===== src/rtl/xdble_result_reader_pkg.sv =====
// Shared definitions for the xDBLe result unloader: CLOG2 helper macro,
// source-memory select encoding and FSM state encoding.
`ifndef CLOG2
`define CLOG2(x) (((x) <= 1) ? 1 : $clog2(x))
`endif

package xdble_result_reader_pkg;

    localparam logic [1:0] SEL_T6_0 = 2'd0;
    localparam logic [1:0] SEL_T6_1 = 2'd1;
    localparam logic [1:0] SEL_T7_0 = 2'd2;
    localparam logic [1:0] SEL_T7_1 = 2'd3;

    typedef enum logic [1:0] {
        ST_IDLE  = 2'd0,
        ST_RUN   = 2'd1,
        ST_DRAIN = 2'd2
    } state_e;

endpackage


===== src/rtl/xdble_result_reader_stream_skid2.sv =====
// Two-entry FIFO holding captured result words ({last, sel, data}) until the
// downstream consumer accepts them. A push and a pop in the same cycle is legal when full.
module stream_skid2 #(
    parameter int W = 35
) (
    input  logic         clk,
    input  logic         rst_n,
    input  logic         push,
    input  logic [W-1:0] din,
    input  logic         pop,
    output logic [W-1:0] dout,
    output logic         full,
    output logic         empty,
    output logic [1:0]   count
);

    logic [W-1:0] mem_q [2];
    logic         wr_ptr_q;
    logic         rd_ptr_q;
    logic [1:0]   count_q;
    logic         push_ok;
    logic         pop_ok;

    assign empty   = (count_q == 2'd0);
    assign full    = (count_q == 2'd2);
    assign count   = count_q;
    assign dout    = mem_q[rd_ptr_q];
    assign pop_ok  = pop & ~empty;
    // When full, the slot being popped is the one overwritten by the push.
    assign push_ok = push & (~full | pop_ok);

    always_ff @(posedge clk or negedge rst_n) begin
        if (!rst_n) begin
            mem_q[0] <= '0;
            mem_q[1] <= '0;
            wr_ptr_q <= 1'b0;
            rd_ptr_q <= 1'b0;
            count_q  <= 2'd0;
        end else begin
            if (push_ok) begin
                mem_q[wr_ptr_q] <= din;
                wr_ptr_q        <= ~wr_ptr_q;
            end
            if (pop_ok) begin
                rd_ptr_q <= ~rd_ptr_q;
            end
            count_q <= count_q + 2'(push_ok) - 2'(pop_ok);
        end
    end

endmodule


===== src/rtl/xdble_result_reader.sv =====
// Walks the four xDBLe result memories and streams every word on valid/ready.
// Optional XOR checksum of the popped words when XDBLE_RESULT_READER_CHECKSUM_EN is defined.
module xdble_result_reader
    import xdble_result_reader_pkg::*;
#(
    parameter int RADIX      = 32,
    parameter int WIDTH_REAL = 14,
    parameter int AW         = `CLOG2(WIDTH_REAL)
) (
    input  logic             clk,
    input  logic             rst_n,
    input  logic             start,
    output logic             busy,
    output logic             done,
    output logic [1:0]       dbg_state,
    output logic             out_mem_t6_0_rd_en,
    output logic             out_mem_t6_1_rd_en,
    output logic             out_mem_t7_0_rd_en,
    output logic             out_mem_t7_1_rd_en,
    output logic [AW-1:0]    out_mem_t6_0_rd_addr,
    output logic [AW-1:0]    out_mem_t6_1_rd_addr,
    output logic [AW-1:0]    out_mem_t7_0_rd_addr,
    output logic [AW-1:0]    out_mem_t7_1_rd_addr,
    input  logic [RADIX-1:0] mem_t6_0_dout,
    input  logic [RADIX-1:0] mem_t6_1_dout,
    input  logic [RADIX-1:0] mem_t7_0_dout,
    input  logic [RADIX-1:0] mem_t7_1_dout,
    output logic             out_valid,
    input  logic             out_ready,
    output logic [RADIX-1:0] out_data,
    output logic [1:0]       out_sel,
    output logic             out_last
`ifdef XDBLE_RESULT_READER_CHECKSUM_EN
    ,
    output logic [RADIX-1:0] checksum
`endif
);

    localparam int          FW        = RADIX + 3;
    localparam logic [AW-1:0] LAST_ADDR = AW'(WIDTH_REAL - 1);

    state_e          state_q, state_d;
    logic [1:0]      sel_q, sel_d;
    logic [AW-1:0]   addr_q, addr_d;
    logic            infl_q;
    logic [1:0]      infl_sel_q;
    logic            infl_last_q;

    logic            issue;
    logic            last_issue;
    logic            pop;
    logic [1:0]      occ_after_pop;
    logic [RADIX-1:0] cap_data;
    logic [FW-1:0]   fifo_din;
    logic [FW-1:0]   fifo_dout;
    logic            fifo_full;
    logic            fifo_empty;
    logic [1:0]      fifo_count;

    assign dbg_state = state_q;

    assign pop           = ~fifo_empty & out_ready;
    assign occ_after_pop = fifo_count - 2'(pop);
    // A slot freed by this cycle's pop may be reused by the read issued now.
    assign issue      = (state_q == ST_RUN) && !(fifo_full && !pop)
                        && ((occ_after_pop + 2'(infl_q)) < 2'd2);
    assign last_issue = issue && (sel_q == SEL_T7_1) && (addr_q == LAST_ADDR);

    always_ff @(posedge clk or negedge rst_n) begin
        if (!rst_n) begin
            state_q     <= ST_IDLE;
            sel_q       <= SEL_T6_0;
            addr_q      <= '0;
            infl_q      <= 1'b0;
            infl_sel_q  <= SEL_T6_0;
            infl_last_q <= 1'b0;
        end else begin
            state_q     <= state_d;
            sel_q       <= sel_d;
            addr_q      <= addr_d;
            infl_q      <= issue;
            infl_sel_q  <= sel_q;
            infl_last_q <= last_issue;
        end
    end

    always_comb begin
        state_d = state_q;
        sel_d   = sel_q;
        addr_d  = addr_q;
        busy    = 1'b0;
        done    = 1'b0;
        unique case (state_q)
            ST_IDLE: begin
                if (start) begin
                    state_d = ST_RUN;
                    sel_d   = SEL_T6_0;
                    addr_d  = '0;
                end
            end
            ST_RUN: begin
                busy = 1'b1;
                if (issue) begin
                    if (addr_q == LAST_ADDR) begin
                        addr_d = '0;
                        sel_d  = sel_q + 2'd1;
                    end else begin
                        addr_d = addr_q + AW'(1);
                    end
                    if (last_issue) begin
                        state_d = ST_DRAIN;
                    end
                end
            end
            ST_DRAIN: begin
                if (fifo_empty && !infl_q) begin
                    done    = 1'b1;
                    state_d = ST_IDLE;
                end else begin
                    busy = 1'b1;
                end
            end
            default: state_d = ST_IDLE;
        endcase
    end

    always_comb begin
        out_mem_t6_0_rd_en   = 1'b0;
        out_mem_t6_1_rd_en   = 1'b0;
        out_mem_t7_0_rd_en   = 1'b0;
        out_mem_t7_1_rd_en   = 1'b0;
        out_mem_t6_0_rd_addr = '0;
        out_mem_t6_1_rd_addr = '0;
        out_mem_t7_0_rd_addr = '0;
        out_mem_t7_1_rd_addr = '0;
        if (issue) begin
            unique case (sel_q)
                SEL_T6_0: begin out_mem_t6_0_rd_en = 1'b1; out_mem_t6_0_rd_addr = addr_q; end
                SEL_T6_1: begin out_mem_t6_1_rd_en = 1'b1; out_mem_t6_1_rd_addr = addr_q; end
                SEL_T7_0: begin out_mem_t7_0_rd_en = 1'b1; out_mem_t7_0_rd_addr = addr_q; end
                default:  begin out_mem_t7_1_rd_en = 1'b1; out_mem_t7_1_rd_addr = addr_q; end
            endcase
        end
    end

    always_comb begin
        unique case (infl_sel_q)
            SEL_T6_0: cap_data = mem_t6_0_dout;
            SEL_T6_1: cap_data = mem_t6_1_dout;
            SEL_T7_0: cap_data = mem_t7_0_dout;
            default:  cap_data = mem_t7_1_dout;
        endcase
    end

    assign fifo_din = {infl_last_q, infl_sel_q, cap_data};

    stream_skid2 #(
        .W(FW)
    ) u_fifo (
        .clk   (clk),
        .rst_n (rst_n),
        .push  (infl_q),
        .din   (fifo_din),
        .pop   (pop),
        .dout  (fifo_dout),
        .full  (fifo_full),
        .empty (fifo_empty),
        .count (fifo_count)
    );

    assign out_valid = ~fifo_empty;
    assign out_last  = out_valid & fifo_dout[FW-1];
    assign out_sel   = out_valid ? fifo_dout[FW-2 -: 2] : 2'd0;
    assign out_data  = out_valid ? fifo_dout[RADIX-1:0] : '0;

`ifdef XDBLE_RESULT_READER_CHECKSUM_EN
    logic [RADIX-1:0] checksum_q;

    always_ff @(posedge clk or negedge rst_n) begin
        if (!rst_n) begin
            checksum_q <= '0;
        end else if ((state_q == ST_IDLE) && start) begin
            checksum_q <= '0;
        end else if (pop) begin
            checksum_q <= checksum_q ^ out_data;
        end
    end

    assign checksum = checksum_q;
`endif

endmodule


===== config.mk =====
export PLATFORM = sky130hd
export DESIGN_NAME = xdble_result_reader
export DESIGN_NICKNAME = d
export VERILOG_FILES = /design/src/rtl/xdble_result_reader_pkg.sv /design/src/rtl/xdble_result_reader_stream_skid2.sv /design/src/rtl/xdble_result_reader.sv
export SDC_FILE = /design/constraint.sdc
export NUM_CORES = 1
export LEC_CHECK = 0
export BUFFER_PORTS_ARGS = -buffer_cell sky130_fd_sc_hd__buf_2
export CORE_MARGIN = 2
export CORE_UTILIZATION = 25
export CTS_CLUSTER_DIAMETER = 40
export DETAILED_ROUTE_END_ITERATION = 10
export GPL_ROUTABILITY_DRIVEN = 0
export SYNTH_ARGS = -nofsm -noshare
export SYNTH_HDL_FRONTEND = slang
export SYNTH_HIERARCHICAL = 1
export SYNTH_SLANG_ARGS = --single-unit

===== constraint.sdc =====
create_clock -name clk -period 2.25 [get_ports clk]
set_input_delay 0.1125 -clock clk [delete_from_list [all_inputs] [get_ports clk]]
set_output_delay 0.1125 -clock clk [all_outputs]
set_load 0.05 [all_outputs]

# ---- Word-level counts from Yosys, hierarchy flattened
# Index checks and enable logic that the tools add are counted.
dict set report totals {
  ff_bits 86
  in_bits 132
  output_inout_bits 60
}
dict set report classes {
  n_addsub 6
  magnitude_cmp 4
  eq_ne 14
  mux 42
  bitwise_logic 11
  n_reduce_logical 19
}
# op count
set ops {}
lappend ops {{2-to-1 mux 35 bit} 4}
lappend ops {{one-hot mux 32 bit (3 select lines)} 1}
lappend ops {{bitwise mux 70 bit} 1}
lappend ops {{2-to-1 mux 4 bit} 11}
lappend ops {{demux 35 bit (select 1 bit)} 1}
lappend ops {{2-to-1 mux 32 bit} 1}
lappend ops {{2-to-1 mux 2 bit} 8}
lappend ops {{2-to-1 mux 1 bit} 11}
lappend ops {{equality test 2 bit (second input constant)} 5}
lappend ops {{zero test 2 bit} 4}
lappend ops {{inequality test 2 bit (second input constant)} 4}
lappend ops {{one-hot mux 4 bit (2 select lines)} 1}
lappend ops {{AND reduction 4 bit} 2}
lappend ops {{logical AND 1 bit} 7}
lappend ops {{equality test 2 x 1 -> 1 bit (second input constant)} 3}
lappend ops {{one-hot mux 2 bit (3 select lines)} 1}
lappend ops {{adder 2 x 1 -> 2 bit} 2}
lappend ops {{adder 4 x 1 -> 4 bit (second input constant)} 1}
lappend ops {{bitwise AND 1 bit} 4}
lappend ops {{equality test 4 bit (second input constant)} 1}
lappend ops {{>= comparator 2 bit (second input constant)} 2}
lappend ops {{inverter 1 bit} 4}
lappend ops {{inverter 1 -> 2 bit} 2}
lappend ops {{one-hot mux 2 bit (2 select lines)} 1}
lappend ops {{11 further kinds} 14}

# ---- Depth between registers and ports, before layout
# Gate-level depths: netlist of the first run.
dict set report depth {
  word_depth 13
  ltp_mapped 9
  mapped_depth_nobuf 8
}

# ---- By module
# The synthesis of the first run kept the hierarchy.
# module instances cells_each area_per_inst_um2 seq_area_each_um2
set by_module_without_submodules {}
lappend by_module_without_submodules {stream_skid2 1 208 3268.1 1851.8}
lappend by_module_without_submodules {xdble_result_reader 1 183 1936.9 300.3}

# ---- Least setup slack after synthesis of the first run
# No wires, ideal clock.
dict set report synth_path {
  path_type {register -> output}
  startpoint {register u_fifo.count_q[1] (netlist: u_fifo/count[1])}
  endpoint {output port out_mem_t6_0_rd_addr[0]}
  arrival_ns 2.458
  required_time_ns 2.138
  path_slack_ns -0.321
  path_stages_with_launch 10
  path_cell_list {dfrtp_1 -> nor2_1 -> nand2b_1 -> inv_1 -> ha_1 -> and2b_1 -> xnor2_1 -> nor3_2 -> buf_2 -> and3_1}
}
dict set report synth_between {
  elab_chain_cells 9
}
# item line
set synth_rtl {}
lappend synth_rtl {{from (decl)} xdble_result_reader_stream_skid2.sv:20} ;# logic [1:0] count_q;
lappend synth_rtl {{from (signal assigned)} xdble_result_reader_stream_skid2.sv:47} ;# count_q <= count_q + 2'(push_ok) - 2'(pop_ok);
lappend synth_rtl {{zero test 2 bit *} xdble_result_reader_stream_skid2.sv:24} ;# assign empty = (count_q == 2'd0);
lappend synth_rtl {{net fifo_empty} xdble_result_reader.sv:57} ;# logic fifo_empty;
lappend synth_rtl {{inverter 1 bit *} xdble_result_reader.sv:62} ;# assign pop = ~fifo_empty & out_ready;
lappend synth_rtl {{bitwise AND 1 bit *} xdble_result_reader.sv:62}
lappend synth_rtl {{net pop} xdble_result_reader.sv:51} ;# logic pop;
lappend synth_rtl {{parallel branches: the longest is 4 deep, another holds subtractor 2 x 1 -> 2 bit} --}
lappend synth_rtl {{logical AND 1 bit *} xdble_result_reader.sv:66} ;# && ((occ_after_pop + 2'(infl_q)) < 2'd2);
lappend synth_rtl {{net issue} xdble_result_reader.sv:49} ;# logic issue;
lappend synth_rtl {{2-to-1 mux 4 bit *} xdble_result_reader.sv:136} ;# if (issue) begin
lappend synth_rtl {{to (decl)} xdble_result_reader.sv:20} ;# output logic [AW-1:0] out_mem_t6_0_rd_addr,
# Mark *: on every way through the listed nets, which the timed path passes.

# ---- Worst setup path in the final report of the first run
dict set report layout_path {
  startpoint {register u_fifo.count_q[0] (netlist: u_fifo/count[0])}
  endpoint {output port out_mem_t7_1_rd_addr[3]}
}
dict set report layout_between {
  elab_chain_cells 9
}
# item line
set layout_rtl {}
lappend layout_rtl {{zero test 2 bit *} xdble_result_reader_stream_skid2.sv:24}
lappend layout_rtl {{net fifo_empty} xdble_result_reader.sv:57}
lappend layout_rtl {{inverter 1 bit *} xdble_result_reader.sv:62}
lappend layout_rtl {{bitwise AND 1 bit *} xdble_result_reader.sv:62}
lappend layout_rtl {{net pop} xdble_result_reader.sv:51}
lappend layout_rtl {{parallel branches: the longest is 4 deep, another holds subtractor 2 x 1 -> 2 bit} --}
lappend layout_rtl {{logical AND 1 bit *} xdble_result_reader.sv:66}
lappend layout_rtl {{2-to-1 mux 4 bit *} xdble_result_reader.sv:136}
lappend layout_rtl {{to (decl)} xdble_result_reader.sv:23} ;# output logic [AW-1:0] out_mem_t7_1_rd_addr,
# Marks and branches as above.

==> metrics.cfg, run 1 <==
[timing]
hold-worst-slack_ns=0.228
worst_slew_pin_slew_ns=0.511
setup_tns_ns=-5.06
rsz0062_at_grt=yes
max_freq_mhz=398
drv_slew=0
finClkSkew_ns=0.00730
min_period_over_period_pct=112
timing.final.ws_setup_ns=-0.265
hold_violations=0
setup_viol_count_final=23
relSlewSlack_pct=65.9
period_needed_ns=2.51

[critical_path]
r2r_slack_ns=-0.09
cp_top_family=simple AND/OR/NAND/NOR gates
rr_startpoint=u_fifo/count[0]$_DFF_PN0_
critical-path-slowest-cell=dfrtp_2
crit_type=flop to output port
cp.buffers_inverters=4
r2r_cells=10
cp-end-kind=output port
cp_max_fo=12
worstSetupStartpointType=flop
crit_arrival_ns=2.40
worstSetupStartpoint=u_fifo/count[0]$_DFF_PN0_
path_cells=nor2_4 > nand2b_4 > inv_4 > ha_4 > and2b_1 > xnor2_2 > nor3_4 > buf_4 > buf_12 > and3_4 > buf_8
slowest_delay_ns=0.42
r2r_end=addr_q[0]$_DFFE_PN0P_
worstPathRequired_ns=2.14

[routing]
drt_first_pass_iters=4
finalWirelength_mm=13.4
postRouteAntennaNets=0
vias=3937
drc=0
wl_per_cell_um=15.3
viasPerCell=4.50
drt_iter0_markers=129

[logic_synthesis]
yosysTopAreaCell=dfrtp_1
synth_xor_area_share_pct=0.986
synthTopCellsByCount=mux2_2 (105), dfrtp_1 (86), nor2b_1 (39)
yosys_warnings=6
synthDistinctLibCells=44
synthCells=391
ys_ff_latch=86
synth_edf_count=0
synthMuxAreaShare_pct=37.1
synth_most_common_cell=mux2_2
synth-compound-area-share_pct=2.91
yosys.area_share.simple_pct=10.9
syn_nets=535
ys.flop_type=dfrtp_1
synthAdderAreaFrac_pct=2.88
synth_top_area_share_pct=41.3
async_reset_ff_share_pct=100
synthTopCellsByArea=dfrtp_1 (41%), mux2_2 (23%), mux4_2 (14%)
ys_seq_area_share_pct=41.3
synth_top_family_by_area=multiplexers
netlist_area_um2=5200
syn_area_per_cell_um2=13.3

[global_route]
grt-ovfl-total=0
grt_use_total_pct=12.5
grt_first_pass_wirelength_mm=21.5
antenna_found_initial=0
grt_max_degree=51
grt_pass1_vias=4217

[power_and_ir_drop]
ir_drop_mv=0.660
power_leakage_nw=3.22
p_per_area_nw_per_um2=1460
power.total_mw=10.7

[placement]
post-place-cells=850
dpl.hpwl_mm=9.55
place_area_um2=6690
place_ws_ns=-0.00833
port_buffers=191

[cells_and_area]
nets=743
drive_gt1_share_pct=68.0
diodes=0
area_growth_pct=40.6
instances_no_fill=874
final_area_um2=7320
final_core_util_pct=35.9
n_fill_cell=2020

[cts]
numCtsBuffers=9
cts_tree=yes
h-tree-depth=3
clk_pin_slew_ns=0.07
cts_max_path_buffers=2
cts_sinks=86
root_buffer=clkbuf_16
clk_latency_ns=0.35

[min_path]
hold_end=u_fifo/mem_q[38]$_DFFE_PN0P_
hold_path_class=input pin to flop
min_from=mem_t7_1_dout[3]
min_path_cells=3

[status]
outcome=finished, violations left
violations=setup timing

[die]
io_pins=192
die_h_um=148
core.rowCount=52
core_um2=20400
dieWidth_um=148
initial_core_util_pct=25.6
die_area_um2=22000

[job]
maxCapViolCount=0

## report_power, final
group	switching [mW]	internal [mW]	leakage, nW
registers	0.416	2.24	1.03
clock network	0.678	0.888	0.151
logic	3.76	2.72	2.04
## registers in the layout (all words and copies together) (netlist names)
name / flops
addr_q: 4
infl_q: 1
u_fifo/rd_ptr_q: 1
infl_last_q: 1
u_fifo/count: 2
u_fifo/mem_q: 70
infl_sel_q: 2
dbg_state: 2
sel_q: 2
u_fifo/wr_ptr_q: 1
## cells in the final DEF (no fill, tap or decap), types with 4 or more instances in the layout
cell	synthesis	final
buf_4	0	23
nand2_1	5	5
dfrtp_2	0	4
inv_1	14	13
mux2_2	105	105
ha_1	12	11
o21ai_0	4	4
nor2b_1	39	39
mux4_2	32	32
buf_8	0	17
and2_4	0	4
buf_12	0	5
and3_4	0	13
buf_6	5	4
clkbuf_16	0	9
dfrtp_1	86	82
a21oi_1	5	5
buf_2	7	170
## worst reg2reg max path, delay by kind of cell (launching register included)
kind / cells / cell delay (ns)
muxes: 1 / 0.15
xor gates and xnor gates: 1 / 0.16
and+or+nand+nor: 4 / 0.99
buffers and inverters: 3 / 0.31
adders and majority gates: 1 / 0.24
DFF: 1 / 0.42
## area by class of cell
type	instances	area [µm²]	share of cell area (%)
multi-input cells	267	3000	41.0
clock inverters	7	86.3	1.18
flip-flops and latches	86	2160	29.5
repair buffers	221	1460	20.0
inverters	14	55.1	0.752
well taps	270	338	4.61
clock buffers	9	225	3.08
## routing by layer
metal	share of wire (%)	vias up	track usage, %
met5	0	-	0
li1	-	1857	-
met2	49	113	20.8
met1	43	1951	15.7
met3	5.6	16	2.58
met4	2.1	0	5.38
## timing repair
action | in CTS | in global routing
pin swaps | 2 | 3
gates cloned | 1 | 0
resized for setup | 57 | 9
endpoints found under the hold margin | 36 | 0
buffers inserted | 5 | 3
setup endpoints to repair | 23 | 48
hold buffers | 1 | 0
## cell families after synthesis
family / after synthesis
compound gates: 22
xor+xnor: 5
fa+ha+maj: 12
buf+inv: 38
flops: 86
mux: 140
simple gates: 88
## worst max path at each step
| stage | end | slack (ns) | cells after the start |
|---|---|---|---|
| 2_1_floorplan | out_mem_t6_1_rd_addr[0] | 0.003 | 9 |
| 3_3_place_gp | out_mem_t7_1_rd_addr[1] | 0.009 | 10 |
| 3_5_place_dp | out_mem_t6_1_rd_addr[0] | -0.008 | 10 |
| 4_1_cts | out_mem_t6_1_rd_addr[3] | -0.27 | 11 |
| 5_1_grt | out_mem_t6_1_rd_addr[1] | -0.37 | 11 |
| 6_report | out_mem_t7_1_rd_addr[3] | -0.26 | 11 |
Power figures use the tool's default switching activity.
==> run 2: changes to the inputs <==
Settings changed: ABC_AREA set to 1.
==> metrics.cfg, run 2 <==
[timing]
hold_violations=0  ; unchanged
rsz0062_at_grt=yes
setup_tns_ns=-2.05  ; +3.01 ns
period_needed_ns=2.37  ; -0.141 ns
worst_slew_pin_slew_ns=0.561  ; +0.0499 ns
finClkSkew_ns=0.00435  ; -0.00295 ns
timing.final.ws_setup_ns=-0.124  ; +0.141 ns
min_period_over_period_pct=106  ; -6.3 points
relSlewSlack_pct=62.6  ; -3.3 points
max_freq_mhz=421  ; +5.9%
setup_viol_count_final=22  ; -4.3%
hold-worst-slack_ns=0.160  ; -0.0680 ns
drv_slew=0  ; unchanged

[placement]
post-place-cells=1268  ; +49%
port_buffers=191  ; unchanged
dpl.hpwl_mm=13.5  ; +41%
place_area_um2=6880  ; +2.8%
place_ws_ns=0.0151  ; +0.0235 ns

[status]
violations=setup timing
outcome=finished, violations left

[power_and_ir_drop]
ir_drop_mv=0.782  ; +18%
power.total_mw=11.4  ; +6.1%
power_leakage_nw=4.17  ; +30%
p_per_area_nw_per_um2=1460  ; about the same

[logic_synthesis]
netlist_area_um2=5560  ; +6.8%
synthTopCellsByArea=dfrtp_1 (39%), nand2_1 (25%), nand4_1 (11%)
ys_ff_latch=86  ; unchanged
ys.flop_type=dfrtp_1
synth_top_area_share_pct=38.7  ; -2.6 points
synthDistinctLibCells=31  ; -30%
yosysTopAreaCell=dfrtp_1
synth_most_common_cell=nand2_1
async_reset_ff_share_pct=100  ; unchanged
syn_area_per_cell_um2=6.75  ; -49%
synth_edf_count=0  ; unchanged
synthCells=824  ; +110%
synthTopCellsByCount=nand2_1 (363), nand4_1 (95), dfrtp_1 (86)
yosys_warnings=6  ; unchanged
ys_seq_area_share_pct=38.7  ; -2.6 points
syn_nets=968  ; +81%

[cts]
clk_pin_slew_ns=0.06  ; about the same
numCtsBuffers=9  ; unchanged
root_buffer=clkbuf_16
h-tree-depth=3  ; unchanged
cts_tree=yes
cts_sinks=86  ; unchanged
cts_max_path_buffers=2  ; unchanged
clk_latency_ns=0.35  ; about the same

[min_path]
hold_path_class=input pin to flop

[cells_and_area]
nets=1159  ; +56%
final_core_util_pct=35.6  ; -0.37 points
n_fill_cell=2313  ; +15%
area_growth_pct=39.6
multi_input_area_um2=3120  ; +4.0%
drive_gt1_share_pct=30.7  ; -37 points
biggestRegsByFlops=u_fifo/mem_q (70), addr_q (4)
regMostFlops=u_fifo/mem_q
instances_no_fill=1300  ; +49%
final_area_um2=7760  ; +6.1%
mostFrequentLayoutCells=nand2_1 (350), buf_2 (170), nand4_1 (95), dfrtp_1 (84), inv_1 (59)
diodes=0  ; unchanged
largest_reg_flops=70  ; unchanged
final-seq-area_um2=2150  ; -0.12%
layout_commonest_cell=nand2_1

[critical_path]
slowest_delay_ns=0.39  ; -0.03 ns
critical-path-slowest-cell=dfrtp_1
cp_max_fo=6  ; -6
crit_type=flop to output port
cp-end-kind=output port
cp_top_family=buffers and inverters
crit_arrival_ns=2.26  ; -0.14 ns
worstSetupStartpointType=flop
path_cells=inv_2 > nand2_4 > clkinv_4 > inv_6 > nand2_4 > inv_4 > ha_4 > inv_2 > nand2_4 > inv_2 > nand2_2 > nand2_2 > nor2_4 > buf_12 > nand2_8 > nor2_4 > buf_6
cp.buffers_inverters=8  ; +4
worstPathRequired_ns=2.14  ; about the same

[global_route]
grt_max_degree=42  ; -18%
grt_pass1_vias=6031  ; +43%
grt_use_total_pct=17.2  ; +4.7 points
antenna_found_initial=1  ; +1
grt-ovfl-total=0  ; unchanged
grt_first_pass_wirelength_mm=32.3  ; +50%

[die]
dieWidth_um=153  ; +3.3%
initial_core_util_pct=25.5  ; -0.080 points
io_pins=192  ; unchanged
die_area_um2=23500  ; +6.6%
core_um2=21800  ; +7.2%
die_h_um=153  ; +3.3%
core.rowCount=54  ; +3.8%

[routing]
viasPerCell=4.76  ; +5.6%
wl_per_cell_um=15.8  ; +3.3%
drt_first_pass_iters=5  ; +1
drt_iter0_markers=534  ; +310%
drc=0  ; unchanged
postRouteAntennaNets=0  ; unchanged
finalWirelength_mm=20.6  ; +54%
vias=6186  ; +57%

[job]
maxCapViolCount=0  ; unchanged

run 2: power breakdown:
group	internal [mW]	switching, mW	leakage, nW
Combinational	2.07	5.06	2.92
Sequential	2.18	0.401	1.10
Clock	0.982	0.664	0.150
Total	5.24	6.12	4.17
run 2: cell families (layout without fill, tap and decap cells):
| kind of cell | after synthesis | in the layout | share of synthesized area, % |
|---|---|---|---|
| buffers and inverters | 129 | 325 | 10.4 |
| adder cells (fa/ha/maj) | 12 | 12 | 2.70 |
| flip-flops | 86 | 86 | 38.7 |
| XOR/XNOR | 3 | 3 | 0.473 |
| AND/OR/NAND/NOR | 567 | 567 | 44.4 |
| AO/OA/AOI/OAI | 27 | 27 | 3.29 |
run 2: final timing paths:
| kind | slack, ns | cells past startpoint | to | from |
|---|---|---|---|---|
| worst min-delay path | 0.16 | 5 | u_fifo/mem_q[62]$_DFFE_PN0P_ | mem_t7_0_dout[27] |
| min in group asynchronous | 0.29 | 2 | addr_q[0]$_DFFE_PN0P_ | rst_n |
| max in group asynchronous | 1.30 | 3 | u_fifo/wr_ptr_q$_DFFE_PN0P_ | rst_n |
| worst max-delay path | -0.12 | 17 | out_mem_t7_1_rd_addr[1] | u_fifo/count[1]$_DFF_PN0_ |
| worst min register to register | 0.47 | 2 | u_fifo/mem_q[12]$_DFFE_PN0P_ | u_fifo/mem_q[12]$_DFFE_PN0P_ |
| worst max register to register | -0.01 | 22 | dbg_state[1]$_DFFE_PN0P_ | u_fifo/count[1]$_DFF_PN0_ |
run 2: layer usage:
metal / up-vias / part of all wire (%) / track usage, %
li1: 3020 / - / -
met1: 2906 / 42 / 22.4
met2: 230 / 48 / 28.7
met3: 28 / 7.3 / 4.08
met4: 2 / 2.1 / 4.45
met5: - / 0.063 / 0
run 2: area by class of cell:
| cell class | count | area share, % |
|---|---|---|
| clock buffers | 10 | 2.95 |
| clock inverters | 6 | 1.19 |
| inverters | 73 | 3.77 |
| multi-input cells | 609 | 40.2 |
| flip-flops and latches | 86 | 27.7 |
| well taps | 280 | 4.51 |
| repair buffers | 236 | 19.7 |
run 2: worst register-to-register path: cells and delay by family (launching register included):
family	cells	cell delay (ns)
adders and majority gates	1	0.26
and+or+nand+nor	11	0.76
DFF	1	0.39
buffers and inverters	10	0.75
run 2: timing repair:
| action | in CTS | in global routing |
|---|---|---|
| hold buffers | 1 | 0 |
| hold endpoints to repair | 37 | 0 |
| endpoints found under the setup margin | 20 | 29 |
| setup buffers | 16 | 5 |
| cloned | 0 | 0 |
| resized for setup | 81 | 37 |
| pin swaps | 11 | 15 |
==> run 3: changes to the inputs <==
Settings changed: CORE_UTILIZATION 25 to 46, PLACE_DENSITY set to 0.77.
==> metrics.cfg, run 3 (synthesized netlist as in run 2, its figures left out) <==
[status]
outcome=finished, violations left
violations=setup timing

[critical_path]
cp-end-kind=output port
cp_max_fo=5  ; -1
worstPathRequired_ns=2.14  ; about the same
crit_type=flop to output port
path_common_cell=inv_2
crit_arrival_ns=2.34  ; +0.08 ns
path_cells=inv_2 > nand2_2 > inv_2 > inv_6 > nand2_4 > inv_4 > ha_4 > inv_2 > nand2_4 > inv_2 > nand2_2 > nand2_2 > nor2_4 > buf_12 > nand2_8 > nor2_4 > buf_8
worstSetupStartpointType=flop
critical-path-slowest-cell=dfrtp_1
slowest_delay_ns=0.40  ; about the same

[min_path]
hold_path_class=input pin to flop

[timing]
period_needed_ns=2.46  ; +0.0831 ns
rsz0062_at_grt=yes
setup_viol_count_final=22  ; unchanged
finClkSkew_ns=0.0119  ; +0.00758 ns
timing.final.ws_setup_ns=-0.207  ; -0.0831 ns
max_freq_mhz=407  ; -3.4%
hold_violations=0  ; unchanged
min_period_over_period_pct=109  ; +3.7 points
relSlewSlack_pct=68.1  ; +5.5 points
worst_slew_pin_slew_ns=0.479  ; -0.0824 ns
drv_slew=0  ; unchanged

[cells_and_area]
layout_commonest_cell=nand2_1
area_growth_pct=34.4
final_area_um2=7470  ; -3.8%
biggestRegsByFlops=u_fifo/mem_q (70), addr_q (4)
largest_reg_flops=70  ; unchanged
regMostFlops=u_fifo/mem_q
n_fill_cell=1071  ; -54%
instances_no_fill=1162  ; -11%
mostFrequentLayoutCells=nand2_1 (353), buf_2 (170), nand4_1 (95), dfrtp_1 (85), inv_1 (58)
drive_gt1_share_pct=29.7  ; -1.0 points
diodes=0  ; unchanged
nets=1154  ; -0.43%

[power_and_ir_drop]
p_switching_mw=6.01  ; -1.8%
swShare_pct=54.5  ; +0.63 points
ir_drop_mv=0.983  ; +26%
p_int_mw=5.01  ; -4.3%
p_seq_share_pct=23.5  ; +0.8 points
p_per_area_nw_per_um2=1470  ; +0.82%
clkPwrFrac_pct=13.7  ; -0.8 points
power_leakage_nw=4.09  ; -1.8%
power_frac_comb_pct=62.7  ; about the same
power.total_mw=11.0  ; -3.0%

[die]
die_area_um2=13000  ; -45%
dieWidth_um=114  ; -26%
io_pins=192  ; unchanged
initial_core_util_pct=46.7  ; +21 points
core.rowCount=40  ; -26%
core_um2=11900  ; -45%
die_h_um=114  ; -26%

[placement]
post-place-cells=1131  ; -11%
place_area_um2=6690  ; -2.8%
dpl.hpwl_mm=11.8  ; -13%
port_buffers=191  ; unchanged

[job]
maxCapViolCount=0  ; unchanged

[global_route]
grt-ovfl-total=0  ; unchanged
antenna_found_initial=0  ; -1
grt_pass1_vias=5616  ; -6.9%
grt_first_pass_wirelength_mm=28.3  ; -12%
grt_use_total_pct=27.5  ; +10 points
grt_max_degree=73  ; +74%

[cts]
cts_max_path_buffers=2  ; unchanged
clk_pin_slew_ns=0.06  ; about the same
cts_sinks=86  ; unchanged
root_buffer=clkbuf_16
h-tree-depth=3  ; unchanged
cts_tree=yes
clk_latency_ns=0.35  ; about the same
numCtsBuffers=9  ; unchanged

[routing]
drt_first_pass_iters=5  ; unchanged
drc=0  ; unchanged
drt_iter0_markers=488  ; -8.6%
viasPerCell=5.47  ; +15%
finalWirelength_mm=18.8  ; -8.5%
wl_per_cell_um=16.2  ; +2.4%
postRouteAntennaNets=0  ; unchanged
vias=6354  ; +2.7%

==> run 3: cell count changes in the layout (fill, tap and decap cells not counted), sizes merged <==
| cell | previous run | this run |
|---|---|---|
| buf | 235 | 230 |
| clkinv | 2 | 4 |
| bufinv | 2 | 1 |
| inv | 73 | 72 |
==> run 3: per-stage QoR <==
| stage | setup slack, ns | utilization, % | setup TNS (ns) | hold slack, ns |
|---|---|---|---|---|
| after floorplan | -0.115 | - | -1.90 | -0.183 |
| after global placement | 0.0243 | 56.1 | 0 | -0.0172 |
| after detailed placement | -0.0780 | 56.1 | -0.594 | -0.0159 |
| after CTS | -0.0691 | 61.7 | -0.766 | 0.161 |
| after global routing | -0.261 | 62.7 | -5.09 | 0.197 |
| final | -0.207 | 62.7 | -3.67 | 0.170 |
==> run 3: repair_timing <==
item / 4_1_cts / 5_1_grt
setup buffers: 10 / 4
pin swaps: 8 / 8
endpoints found under the setup margin: 20 / 22
hold buffers: 1 / 0
gates resized for setup: 77 / 24
hold endpoints to repair: 81 / 0
==> run 3: per-layer routing <==
layer	vias to the layer above	track usage, %	share of wire (%)
li1	3027	-	-
met1	2944	37.0	42
met2	344	46.6	49
met3	39	3.83	7.5
met4	0	7.97	2.1
met5	-	0	0
==> run 3: area by class of cell <==
cell class | count | area [µm²] | share of cell area, %
Multi-Input combinational cell | 609 | 3050 | 40.8
Timing Repair Buffer | 231 | 1500 | 20.1
Sequential cell | 86 | 2150 | 28.8
Clock buffer | 10 | 229 | 3.06
Inverter | 73 | 284 | 3.80
Clock inverter | 6 | 71.3 | 0.954
Tap cell | 147 | 184 | 2.46
==> run 3: final timing paths <==
kind	slack, ns	depth (start not counted)	to	startpoint
max in group asynchronous	1.42	3	infl_q$_DFF_PN0_	rst_n
min in group asynchronous	0.18	2	u_fifo/mem_q[5]$_DFFE_PN0P_	rst_n
hold / removal	0.17	5	u_fifo/mem_q[40]$_DFFE_PN0P_	mem_t6_0_dout[5]
setup reg to reg	-0.08	21	dbg_state[0]$_DFFE_PN0P_	u_fifo/count[1]$_DFF_PN0_
hold reg to reg	0.47	2	u_fifo/mem_q[30]$_DFFE_PN0P_	u_fifo/mem_q[30]$_DFFE_PN0P_
setup / recovery	-0.21	17	out_mem_t7_1_rd_addr[1]	u_fifo/count[1]$_DFF_PN0_
==> run 3: power by group through the flow <==
stage	logic, mW	registers (mW)	clock network (mW)
after global routing	7.45	2.67	1.59
after detailed placement	6.20	2.58	0
after floorplan	4.64	2.52	0
final	6.92	2.59	1.51
after CTS	6.61	2.57	1.51
after global placement	6.14	2.55	0
==> run 3: worst max-delay path: cells and delay by family (launching register included) <==
| kind | cells | cell delay, ns |
|---|---|---|
| simple gates | 8 | 0.69 |
| fa+ha+maj | 1 | 0.25 |
| buf+inv | 8 | 0.66 |
| flops | 1 | 0.40 |
